`src/rtl/tlk2711_tx_framer.sv`:
```
// TLK2711 transmit framer: sync fill, then SOF/header/type/line/length, N payload
// words from the TX FIFO, a 16-bit additive checksum and EOF. All pin outputs registered.
module tlk2711_tx_framer #(
    parameter int MIN_SYNC = 4
) (
    input  logic        clk,
    input  logic        rst_n,
    input  logic        i_soft_rst,
    input  logic        i_tx_start,
    input  logic [7:0]  i_data_mode,
    input  logic [7:0]  i_end_flag,
    input  logic [15:0] i_line_number,
    input  logic [15:0] i_data_length,
    input  logic        i_data_valid,
    input  logic [15:0] i_data,
    output logic        o_data_ready,
    output logic [15:0] o_2711_txd,
    output logic        o_2711_tkmsb,
    output logic        o_2711_tklsb,
    output logic        o_busy,
    output logic        o_frame_done,
    output logic [15:0] o_tx_frame_cnt,
    output logic        o_underflow,
    output logic        o_start_err
);
    typedef enum logic [3:0] {
        ST_SYNC, ST_HEAD0, ST_HEAD1, ST_TYPE, ST_LINE, ST_LEN, ST_DATA, ST_CHECK, ST_EOF
    } state_t;

    localparam logic [15:0] W_SYNC  = 16'hC5BC;
    localparam logic [15:0] W_SOF   = 16'h5CFB;
    localparam logic [15:0] W_HEAD0 = 16'hEB90;
    localparam logic [15:0] W_HEAD1 = 16'hE116;
    localparam logic [15:0] W_EOF   = 16'hFDFE;
    localparam logic [7:0]  MIN_SYNC_8 = 8'(MIN_SYNC);

    state_t      r_state, w_state_next;
    logic [15:0] r_txd, w_txd_next;
    logic        r_tkmsb, w_tkmsb_next;
    logic        r_tklsb, w_tklsb_next;
    logic        r_ready, w_ready_next;
    logic        r_busy, w_busy_next;
    logic        r_done, w_done_next;
    logic [15:0] r_frame_cnt, w_frame_cnt_next;
    logic        r_underflow, w_underflow_next;
    logic        r_start_err, w_start_err_next;
    logic        r_pending, w_pending_next;
    logic [7:0]  r_sync_cnt, w_sync_cnt_next;
    logic [7:0]  r_mode, w_mode_next;
    logic [7:0]  r_end, w_end_next;
    logic [15:0] r_line, w_line_next;
    logic [15:0] r_len, w_len_next;
    logic [15:0] r_csum, w_csum_next;
    logic [14:0] r_words, w_words_next;

    logic [14:0] w_n_in;
    logic        w_start_bad;
    logic        w_start_ok;
    logic        w_go;
    logic [15:0] w_word;

    always_comb begin
        w_n_in      = i_data_length[15:1];
        // r_busy covers every non-SYNC state plus the EOF cycle itself
        w_start_bad = i_tx_start && (r_busy || r_pending || (w_n_in == 15'd0));
        w_start_ok  = i_tx_start && !w_start_bad;
        w_go        = (r_state == ST_SYNC) && !r_busy && (r_pending || w_start_ok)
                      && (r_sync_cnt >= MIN_SYNC_8);
        w_word      = i_data_valid ? i_data : 16'h0000;

        w_state_next     = r_state;
        w_txd_next       = W_SYNC;
        w_tkmsb_next     = 1'b0;
        w_tklsb_next     = 1'b0;
        w_ready_next     = r_ready;
        w_busy_next      = 1'b1;
        w_done_next      = 1'b0;
        w_frame_cnt_next = r_frame_cnt;
        w_underflow_next = r_underflow;
        w_start_err_next = r_start_err || w_start_bad;
        w_pending_next   = r_pending;
        w_sync_cnt_next  = r_sync_cnt;
        w_mode_next      = r_mode;
        w_end_next       = r_end;
        w_line_next      = r_line;
        w_len_next       = r_len;
        w_csum_next      = r_csum;
        w_words_next     = r_words;

        if (w_start_ok) begin
            w_mode_next = i_data_mode;
            w_end_next  = i_end_flag;
            w_line_next = i_line_number;
            w_len_next  = i_data_length;
        end
        if (w_go) begin
            w_pending_next = 1'b0;
        end else if (w_start_ok) begin
            w_pending_next = 1'b1;
        end

        case (r_state)
            ST_SYNC: begin
                if (w_go) begin
                    w_txd_next   = W_SOF;
                    w_tkmsb_next = 1'b1;
                    w_tklsb_next = 1'b1;
                    w_csum_next  = 16'h0000;
                    w_state_next = ST_HEAD0;
                end else begin
                    w_tklsb_next = 1'b1;
                    w_busy_next  = 1'b0;
                    if (r_sync_cnt != 8'hFF) begin
                        w_sync_cnt_next = r_sync_cnt + 8'd1;
                    end
                end
            end
            ST_HEAD0: begin
                w_txd_next   = W_HEAD0;
                w_state_next = ST_HEAD1;
            end
            ST_HEAD1: begin
                w_txd_next   = W_HEAD1;
                w_state_next = ST_TYPE;
            end
            ST_TYPE: begin
                w_txd_next   = {r_mode, r_end};
                w_state_next = ST_LINE;
            end
            ST_LINE: begin
                w_txd_next   = r_line;
                w_state_next = ST_LEN;
            end
            ST_LEN: begin
                w_txd_next   = r_len;
                w_ready_next = 1'b1;
                w_words_next = r_len[15:1];
                w_state_next = ST_DATA;
            end
            ST_DATA: begin
                // ready is high for the whole DATA state; a missing word becomes zero fill
                w_txd_next   = w_word;
                w_csum_next  = r_csum + w_word;
                w_words_next = r_words - 15'd1;
                if (!i_data_valid) begin
                    w_underflow_next = 1'b1;
                end
                if (r_words == 15'd1) begin
                    w_ready_next = 1'b0;
                    w_state_next = ST_CHECK;
                end
            end
            ST_CHECK: begin
                w_txd_next   = r_csum;
                w_state_next = ST_EOF;
            end
            ST_EOF: begin
                w_txd_next       = W_EOF;
                w_tkmsb_next     = 1'b1;
                w_tklsb_next     = 1'b1;
                w_done_next      = 1'b1;
                w_frame_cnt_next = r_frame_cnt + 16'd1;
                w_sync_cnt_next  = 8'd0;
                w_state_next     = ST_SYNC;
            end
            default: begin
                w_tklsb_next = 1'b1;
                w_busy_next  = 1'b0;
                w_state_next = ST_SYNC;
            end
        endcase

        if (i_soft_rst) begin
            w_state_next     = ST_SYNC;
            w_txd_next       = W_SYNC;
            w_tkmsb_next     = 1'b0;
            w_tklsb_next     = 1'b1;
            w_ready_next     = 1'b0;
            w_busy_next      = 1'b0;
            w_done_next      = 1'b0;
            w_frame_cnt_next = 16'd0;
            w_underflow_next = 1'b0;
            w_start_err_next = 1'b0;
            w_pending_next   = 1'b0;
            w_sync_cnt_next  = 8'd0;
            w_mode_next      = 8'd0;
            w_end_next       = 8'd0;
            w_line_next      = 16'd0;
            w_len_next       = 16'd0;
            w_csum_next      = 16'd0;
            w_words_next     = 15'd0;
        end
    end

    always_ff @(posedge clk or negedge rst_n) begin
        if (!rst_n) begin
            r_state     <= ST_SYNC;
            r_txd       <= W_SYNC;
            r_tkmsb     <= 1'b0;
            r_tklsb     <= 1'b1;
            r_ready     <= 1'b0;
            r_busy      <= 1'b0;
            r_done      <= 1'b0;
            r_frame_cnt <= 16'd0;
            r_underflow <= 1'b0;
            r_start_err <= 1'b0;
            r_pending   <= 1'b0;
            r_sync_cnt  <= 8'd0;
            r_mode      <= 8'd0;
            r_end       <= 8'd0;
            r_line      <= 16'd0;
            r_len       <= 16'd0;
            r_csum      <= 16'd0;
            r_words     <= 15'd0;
        end else begin
            r_state     <= w_state_next;
            r_txd       <= w_txd_next;
            r_tkmsb     <= w_tkmsb_next;
            r_tklsb     <= w_tklsb_next;
            r_ready     <= w_ready_next;
            r_busy      <= w_busy_next;
            r_done      <= w_done_next;
            r_frame_cnt <= w_frame_cnt_next;
            r_underflow <= w_underflow_next;
            r_start_err <= w_start_err_next;
            r_pending   <= w_pending_next;
            r_sync_cnt  <= w_sync_cnt_next;
            r_mode      <= w_mode_next;
            r_end       <= w_end_next;
            r_line      <= w_line_next;
            r_len       <= w_len_next;
            r_csum      <= w_csum_next;
            r_words     <= w_words_next;
        end
    end

    assign o_data_ready   = r_ready;
    assign o_2711_txd     = r_txd;
    assign o_2711_tkmsb   = r_tkmsb;
    assign o_2711_tklsb   = r_tklsb;
    assign o_busy         = r_busy;
    assign o_frame_done   = r_done;
    assign o_tx_frame_cnt = r_frame_cnt;
    assign o_underflow    = r_underflow;
    assign o_start_err    = r_start_err;
endmodule
```
`config.mk`:
```
export PLATFORM = sky130hd
export DESIGN_NAME = tlk2711_tx_framer
export DESIGN_NICKNAME = d
export VERILOG_FILES = /design/src/rtl/tlk2711_tx_framer.sv
export SDC_FILE = /design/constraint.sdc
export NUM_CORES = 1
export LEC_CHECK = 0
export ABC_CLOCK_PERIOD_IN_PS = 4050
export BUFFER_PORTS_ARGS = -buffer_cell sky130_fd_sc_hd__buf_2
export CELL_PAD_IN_SITES_DETAIL_PLACEMENT = 0
export CELL_PAD_IN_SITES_GLOBAL_PLACEMENT = 1
export CORE_AREA = 2 2 187 97
export CTS_CLUSTER_DIAMETER = 30
export DETAILED_ROUTE_END_ITERATION = 16
export DIE_AREA = 0 0 189 99
export MAX_ROUTING_LAYER = met4
export PLACE_DENSITY = 0.75
export REMOVE_ABC_BUFFERS = 1
export SETUP_SLACK_MARGIN = 0.02
export SLEW_MARGIN = 20
export SYNTH_ARGS = -nofsm -noshare
export SYNTH_HDL_FRONTEND = slang
export SYNTH_SLANG_ARGS = --single-unit
```
`constraint.sdc`:
```
create_clock -name clk -period 4.05 [get_ports clk]
set_clock_uncertainty 0.15 [all_clocks]
set_input_delay 0.2025 -clock clk [delete_from_list [all_inputs] [get_ports clk]]
set_output_delay 0.2025 -clock clk [all_outputs]
set_load 0.02 [all_outputs]
```
# After elaboration in Yosys (flattened, before gate mapping)
# Index checks and enable logic that the tools add are counted.
op_classes:
  n_addsub: 4
  reduce_logical: 27
  eq_ne: 15
  magnitude_cmp: 1
  muxes: 46
ops:
  columns: ["cell", "count"]
  rows:
  - ["2-to-1 mux 16 bit", 11]
  - ["case mux 16 bit (9 select lines)", 1]
  - ["2-to-1 mux 8 bit", 7]
  - ["case mux 16 bit (2 select lines)", 1]
  - ["case mux 4 bit (8 select lines)", 1]
  - ["case mux 15 bit (2 select lines)", 1]
  - ["adder 16 x 1 -> 16 bit (second input constant)", 1]
  - ["adder 16 bit", 1]
  - ["== test 4 x 3 -> 1 bit (second input constant)", 4]
  - ["2-to-1 mux 1 bit", 16]
  - ["case mux 8 bit (2 select lines)", 1]
  - ["== test 15 x 1 -> 1 bit (second input constant)", 1]
  - ["zero test 15 bit", 1]
  - ["2-to-1 mux 15 bit", 1]
  - ["subtractor 15 x 1 -> 15 bit (second input constant)", 1]
  - ["2-to-1 mux 4 bit", 3]
  - ["nonzero test 3 bit", 4]
  - ["!= test 3 bit (second input constant)", 3]
  - ["adder 8 x 1 -> 8 bit (second input constant)", 1]
  - ["== test 4 x 2 -> 1 bit (second input constant)", 2]
  - ["greater-or-equal comparator 8 x 3 -> 1 bit (second input constant)", 1]
  - ["!= test 8 bit (second input constant)", 1]
  - ["AND reduction 2 bit", 4]
  - ["OR reduction 8 bit", 1]
  - ["other kinds (12)", 24]
totals:
  reg_bits: 131
  elab_cells: 111
  output_inout_bits: 39
  input_bits: 69

# Logic depth before layout (Yosys ltp)
# Gate-level depths: netlist (run 1).
depth:
  ltp_word: 11
  ltp_mapped: 14
  ltp_nobuf: 11

# Worst setup path before layout (run 1)
# Ideal clock, no wire load.
synth_timing:
  kind: "input port to flip-flop"
  startpoint: "input i_data_valid"
  endpoint: "register r_csum[14]"
  path_stages: 13
  arrival_time_ns: 3.228
  required_ns: 3.778
  path_slack_ns: 0.551
  path_cell_list: "buf_4 > clkbuf_1 > clkbuf_1 > and2_1 > ha_1 > fa_1 > maj3_2 > a32oi_1 > nand4b_1 > a31oi_1 > o211a_1 > or3_1 > a32o_1"
synth_between:
  elab_chain_cells: 4
synth_rtl:
  columns: ["element", "line", "text"]
  rows:
  - ["start: declaration", "14", "input logic i_data_valid,"]
  - ["2-to-1 mux 16 bit", "69", "w_word = i_data_valid ? i_data : 16'h0000;"]
  - ["adder 16 bit", "143", "w_csum_next = r_csum + w_word;"]
  - ["case mux 16 bit (2 select lines)", "102", "case (r_state)"]
  - ["2-to-1 mux 16 bit", "173", "if (i_soft_rst) begin"]
  - ["end signal: assignment", "232", "r_csum <= w_csum_next;"]
  - ["end: declaration", "53", "logic [15:0] r_csum, w_csum_next;"]
# No other way between the ends.
# A chain may end at the register's enable or synchronous reset.

# Final worst setup path (run 1)
layout_timing:
  startpoint: "register r_csum[0]"
  endpoint: "register r_csum[14]"
layout_between:
  elab_chain_cells: 3
layout_rtl:
  columns: ["element", "line"]
  rows:
  - ["adder 16 bit", "143"]
  - ["case mux 16 bit (2 select lines)", "102"]
  - ["2-to-1 mux 16 bit", "173"]
# No other way between the ends.

==> summary.txt, run 1 <==
Outcome
  • Outcome: finished, final reports clean

Synthesis
  • Yosys warning count: 0
  • Post-synth top cells: 156 x nand2_1, 121 x dfrtp_1, 94 x a21oi_1
  • Synth Flop Type: dfrtp_1
  • Unique masters post-synth: 73
  • Seq cells post-synth: 131
  • Synth area leaders: dfrtp_1 42%, nand2_1 8.1%, a21oi_1 6.5%, dfstp_2 3.6%, nor2_1 3.6%
  • Mean Syn Cell Area: 8.61 um2
  • Synth top area share: 0.418
  • Mapped Area: 7240 um2
  • Sequential fraction of the synthesis area: 0.455
  • Number of synthesized flops with an enable pin: 0
  • Top-count cell post-synth: nand2_1
  • Cell taking the most area after synthesis: dfrtp_1
  • Post-Synthesis Cells: 841
  • Ys async rst share: 1.00

Worst setup path
  • Critical R2R Launch: r_csum[0]
  • Crit-path max FO: 6
  • Worst Path Arrival: 3330 ps
  • Crit path kind: reg -> reg
  • Critical Path RT: 4210 ps
  • Worst R2R End: r_csum[14]
  • Endpoint type of the worst setup path: flop
  • Worst setup SP type: flop
  • R2R cell count: 10
  • Worst reg-to-reg setup slack: 880 ps

Clock network
  • Sinks on Clock Net: 131
  • H-tree levels: 4
  • TritonCTS clock tree: yes
  • Num CTS Buffers: 17
  • Clk slew on worst S/H paths: 60 ps
  • Clk_lat worst skew: 420 ps
  • Root buf cell: clkbuf_16
  • Clk buf depth: 2

Route
  • DR vias: 7187
  • Routed length per instance: 19.7 um
  • Final ANT Viol Nets: 0
  • Via density per instance: 5.83
  • Iteration-0 DRC Markers: 837
  • Remaining DRCs: 0
  • Drt pass-1 iters: 6
  • DRT Wirelength: 24.2 mm

Flow run
  • MaxCap Viol Count: 0

Timing
  • Final min period: 3170 ps
  • Final setup viols: 0
  • Worst-Margin Slew: 1010 ps
  • Final worst-path cycle share: 0.783
  • Fin Setup TNS: 0 ps
  • Final Hold Viols: 0
  • Unrepaired setup endpoints after global routing: false
  • FMAX: 315 MHz
  • Relative slew slack: 0.325
  • Slew Viols, Final: 0

Placed design
  • IO buf count: 107
  • GPL Wtd Cong: 0.900
  • DP HPWL: 17.2 mm

Power and ir drop
  • Sw Share: 0.333
  • Max rail drop VDD: 0.278 mV
  • Flop pwr share: 0.385
  • Combinational share of power: 0.231
  • Internal power: 2800 uW
  • Total power draw: 4200 uW
  • Pwr Density: 461 nW/um2
  • NetSw: 1400 uW
  • Clk pwr share: 0.384
  • Static Leak: 0.00403 uW

Worst hold path
  • Hold depth: 3
  • HP Start: i_data[7]
  • Hold WC Path Type: in -> reg
  • Hold path endpoint: o_2711_txd[7]

Floorplan
  • Starting Density: 0.424
  • Vert. Die Dim: 99 um
  • Die W: 189 um
  • Die area: 18700 um2
  • Core ar.: 17100 um2
  • Top Ports: 108
  • Row count: 34

Global routing
  • Maximum number of pins on one net before global-route repair: 103
  • Total gr overflow: 0
  • Vias in the first global route: 6774
  • First-pass GRT wire length: 37.8 mm
  • GRT Total Usage: 0.273
  • Antenna violations before repair: 0

Final layout
  • Layout cell share with drive strength beyond 1: 0.187
  • Antenna diodes: 0
  • P&R area growth vs syn: 26.0%
  • Final net count: 1069
## metrics by stage
step | utilization | hold WS, ps | setup slack, ps | instances | instance area, um2
final | 0.534 | 26.1 | 879 | 1232 | 9120
after global placement | 0.470 | 242 | 863 | 1151 | 8020
after CTS | 0.534 | 13.9 | 899 | 1232 | 9120
after global routing | 0.534 | 55.1 | 710 | 1232 | 9120
after detailed placement | 0.470 | 241 | 840 | 1151 | 8020
after floorplan | - | -243 | 1020 | 790 | 7030
## what timing repair did
item	4_1_cts	5_1_grt
hold endpoints to repair	140	0
gates resized for setup	0	0
hold buffers	49	0
buffers inserted	0	0
## metal layers
| layer | global-route usage | part of all wire | vias up | wire length [um] |
|---|---|---|---|---|
| met5 | - | 0 | - | 0 |
| met4 | 0.0739 | 0.014 | 0 | 332 |
| met3 | 0.0491 | 0.085 | 27 | 2050 |
| met2 | 0.360 | 0.40 | 337 | 9630 |
| met1 | 0.422 | 0.50 | 3524 | 12200 |
| li1 | - | - | 3299 | - |
## cells in the final DEF, fill, tap and decap left out, types with 19 or more instances in the layout
cell type / instances
a21oi_1: 94
buf_2: 106
buf_4: 20
dfrtp_1: 121
dlygate4sd3_1: 49
inv_1: 19
nand2_1: 156
nand3_1: 25
nor2_1: 70
nor3_1: 26
o21ai_0: 47
## worst max-delay path: stages (launching register included)
cell and delay [ps]:
dfrtp_1 390, ha_1 230, fa_1 450, maj3_2 330, a32oi_1 190, buf_4 180, nand4b_1 150, a31oi_1 170
o211a_1 270, or3_1 310, a32o_1 250
## how the worst max path moves through the flow
stage / start / end / slack (ps) / cells past startpoint
6_report: r_csum[0] / r_csum[14] / 880 / 10
5_1_grt: r_csum[0] / r_csum[14] / 710 / 10
4_1_cts: r_csum[0] / r_csum[14] / 900 / 10
3_5_place_dp: i_data_valid / r_csum[14] / 840 / 12
3_3_place_gp: i_data[0] / r_csum[14] / 860 / 12
2_1_floorplan: r_csum[0] / r_csum[14] / 1020 / 9
## power groups by stage
stage / logic, uW / clock network [uW] / registers (uW)
finish: 971 / 1610 / 1620
global route: 1060 / 1700 / 1630
CTS: 954 / 1640 / 1610
detailed placement: 914 / 0 / 1630
global placement: 904 / 0 / 1630
floorplan: 465 / 0 / 1660
## area by class of cell
type	instances	area (um2)
timing repair buffer	176	1180
inverter	19	71.3
clock inverter	13	158
sequential	131	3290
clock buffer	19	453
fill	1580	7940
multi-input combinational	640	3670
tap	234	293
## state kept, by name, summed over array words and instances, names as in the netlist, 4 cells and up
signal          count
r_mode              8
r_state             4
r_sync_cnt          8
o_2711_txd         16
r_line             16
o_tx_frame_cnt     16
r_end               8
r_words            15
r_len              16
r_csum             16
## kinds of logic after synthesis
family	Yosys count	synth area share
AOI/OAI and AO/OA	241	0.214
and+or+nand+nor	350	0.222
adders and majority gates	23	0.0385
DFF	131	0.455
xor gates and xnor gates	26	0.0315
buffers and inverters	70	0.0392
Note: power is estimated with default switching activity, not from simulation.
==> run 2, diff against run 1 <==
- ABC_CLOCK_PERIOD_IN_PS: 4050 -> 2600
- CORE_AREA: 2 2 187 97 -> 2 2 196 102
- DIE_AREA: 0 0 189 99 -> 0 0 198 104
- PLACE_DENSITY: 0.75 -> 0.72
- clock period: 4.05 -> 2.6 ns (I/O delays scaled with it)
==> run 2 against run 1 <==
  * Critical endpoint unchanged
  * Wire length up 2.6%
  * Largest power group unchanged
  * Die area increased by 10%
  * Register-to-register slack got worse by 1200 ps
  * Cell count is 8.0% higher
  * Utilization shrank 1.7 points
  * The flow now finishes with violations (negative setup slack)
  * Count of clock-buffer cells in the layout is 1 lower
  * Cell area grew 7.6%
  * Highest routed layer unchanged
  * Critical path depth stayed put
  * First-iteration DRC count shrank 13%
==> summary.txt, run 2 (synthesis gave the netlist of run 1 again) <==
Placed design
  • DP HPWL: 18.0 mm (+4.8%)
  • IO buf count: 107 (unchanged)
  • GPL Wtd Cong: 0.914 (+1.5%)
  • Cells after DPL: 1237 (+7.5%)
  • Dpl cell area: 8500 um2 (+6.0%)

Timing
  • Final setup viols: 7 (+7)
  • FMAX: 337 MHz (+7.0%)
  • Final Hold Viols: 0 (unchanged)
  • Fin Setup TNS: -1470 ps (-1470 ps)
  • PnR worst setup slack: -363 ps (-1240 ps)
  • Relative slew slack: 0.460 (+0.135)
  • Worst-Margin Slew: 804 ps (-205 ps)
  • Slew Viols, Final: 0 (unchanged)
  • WHS: 19.9 ps (-6.21 ps)
  • Final worst-path cycle share: 1.14 (+0.357)
  • Final min period: 2960 ps (-208 ps)
  • Unrepaired setup endpoints after global routing: true

Worst setup path
  • Critical R2R Launch: r_csum[0]
  • Slowest cell on crit path: dfrtp_1
  • Worst reg-to-reg setup slack: -360 ps (-1240 ps)
  • Max incr delay on CP: 400 ps (-50 ps)
  • Crit path kind: reg -> reg
  • Endpoint type of the worst setup path: flop
  • Critical Path RT: 2760 ps (-1450 ps)
  • CP bufs+invs: 1 (unchanged)
  • Worst setup SP type: flop
  • Worst Path Arrival: 3130 ps (-200 ps)
  • Family with the most delay on the worst path: adder cells
  • R2R cell count: 10 (unchanged)
  • Worst R2R End: r_csum[14]
  • Crit path cell chain: ha_4, fa_2, maj3_2, a32oi_1, buf_4, nand4b_1, a31oi_4, o211a_1, or3_1, a32o_1
  • Crit-path max FO: 4 (-2)

Power and ir drop
  • Internal power: 4210 uW (+50%)
  • Clk pwr share: 0.356 (-0.028)
  • Static Leak: 0.00440 uW (+9.3%)
  • Sw Share: 0.346 (+0.0128)
  • Flop pwr share: 0.384 (about the same)
  • Pwr Density: 656 nW/um2 (+42%)
  • NetSw: 2230 uW (+59%)
  • Max rail drop VDD: 0.455 mV (+64%)
  • Combinational share of power: 0.260 (+0.029)

Worst hold path
  • Hold path endpoint: r_csum[15]
  • HP Start: i_data[15]
  • Hold WC Path Type: in -> reg
  • Hold depth: 4 (+1)

Clock network
  • Clk buf depth: 2 (unchanged)
  • Clk_lat worst skew: 430 ps (about the same)
  • Root buf cell: clkbuf_16
  • H-tree levels: 4 (unchanged)
  • Clk slew on worst S/H paths: 70 ps (about the same)
  • Sinks on Clock Net: 131 (unchanged)
  • Num CTS Buffers: 17 (unchanged)
  • TritonCTS clock tree: yes

Floorplan
  • Die W: 198 um (+4.8%)
  • Vert. Die Dim: 104 um (+5.1%)
  • Core ar.: 19000 um2 (+11%)
  • Starting Density: 0.382 (-0.0426)
  • Row count: 36 (+5.9%)
  • Die area: 20600 um2 (+10%)
  • Top Ports: 108 (unchanged)

Final layout
  • Final net count: 1136 (+6.3%)
  • Finished Layout Cells: 1331 (+8.0%)
  • Most frequent cells in the layout: 154 x nand2_1, 121 x dfrtp_1, 106 x buf_2, 94 x a21oi_1, 76 x buf_4
  • Layout cell share with drive strength beyond 1: 0.254 (+0.0671)
  • Antenna diodes: 0 (unchanged)
  • Design area: 9810 um2 (+7.6%)
  • P&R area growth vs syn: 35.5%
  • Most common cell after layout, fill and taps aside: nand2_1

Flow run
  • MaxCap Viol Count: 0 (unchanged)

Global routing
  • Antenna violations before repair: 0 (unchanged)
  • First-pass GRT wire length: 39.1 mm (+3.4%)
  • GRT Total Usage: 0.256 (-0.0170)
  • Vias in the first global route: 6816 (+0.62%)
  • Total gr overflow: 0 (unchanged)
  • Maximum number of pins on one net before global-route repair: 55 (-47%)

Route
  • Via density per instance: 5.43 (-7.0%)
  • Final ANT Viol Nets: 0 (unchanged)
  • DR vias: 7223 (+0.50%)
  • Iteration-0 DRC Markers: 730 (-13%)
  • Remaining DRCs: 0 (unchanged)
  • DRT Wirelength: 24.9 mm (+2.6%)
  • Drt pass-1 iters: 8 (+2)
  • Routed length per instance: 18.7 um (-5.0%)

Outcome
  • Violated checks: negative setup slack
  • Outcome: complete, but fails checks
run 2: cell count changes in the layout (fill, tap and decap cells not counted), moves of 3 or more:
cell           before  now
o21ai_1             1    7
buf_12              0    3
o21ai_0            47   41
buf_4              20   76
dlygate4sd3_1      49   55
run 2: how the worst max path moves through the flow:
stage                     cells past startpoint  slack [ps]          from         end
after floorplan                               9        -430     r_csum[0]  r_csum[14]
after global placement                       12        -470  i_data_valid  r_csum[14]
after detailed placement                     12        -560  i_data_valid  r_csum[14]
after CTS                                    10        -400     r_csum[0]  r_csum[14]
after global routing                         10        -450     r_csum[0]  r_csum[14]
final                                        10        -360     r_csum[0]  r_csum[14]
run 2: cell type report:
cell class                      count  area (um2)
Fill cell                        1828        9160
Multi-Input combinational cell    640        3820
Sequential cell                   131        3290
Timing Repair Buffer              243        1750
Clock buffer                       18         429
Tap cell                          266         333
Clock inverter                     14         118
Inverter                           19        71.3
run 2: tightest hold or removal path, cell delays in order:
cell and delay [ps]:
buf_2 100, and2_1 170, a221oi_2 40, o21bai_1 120
run 2: per-layer routing:
metal	track usage	wire (um)	share of wire	vias up
li1	-	-	-	3421
met1	0.412	13100	0.53	3502
met2	0.315	9480	0.38	288
met3	0.0554	2040	0.082	12
met4	0.0569	204	0.0082	0
met5	-	0	0	-
run 2: what timing repair did:
item / CTS / global route
gates cloned: 0 / 0
gates resized for setup: 27 / 10
hold buffers: 55 / 0
setup endpoints to repair: 14 / 27
buffers inserted: 7 / 2
pin swaps: 25 / 8
hold endpoints to repair: 115 / 0
run 2: power by group through the flow:
stage	combinational (uW)	clock (uW)	sequential (uW)
after floorplan	724	0	2580
after global placement	1560	0	2500
after detailed placement	1560	0	2500
after CTS	1650	2320	2470
after global routing	1830	2410	2500
final	1670	2290	2470
run 2: stage by stage:
step | total power, uW | setup WS [ps] | util
6_report | 6430 | -363 | 0.517
5_1_grt | 6750 | -451 | 0.517
4_1_cts | 6430 | -402 | 0.515
3_5_place_dp | 4060 | -563 | 0.448
3_3_place_gp | 4070 | -467 | 0.448
2_1_floorplan | 3310 | -427 | -
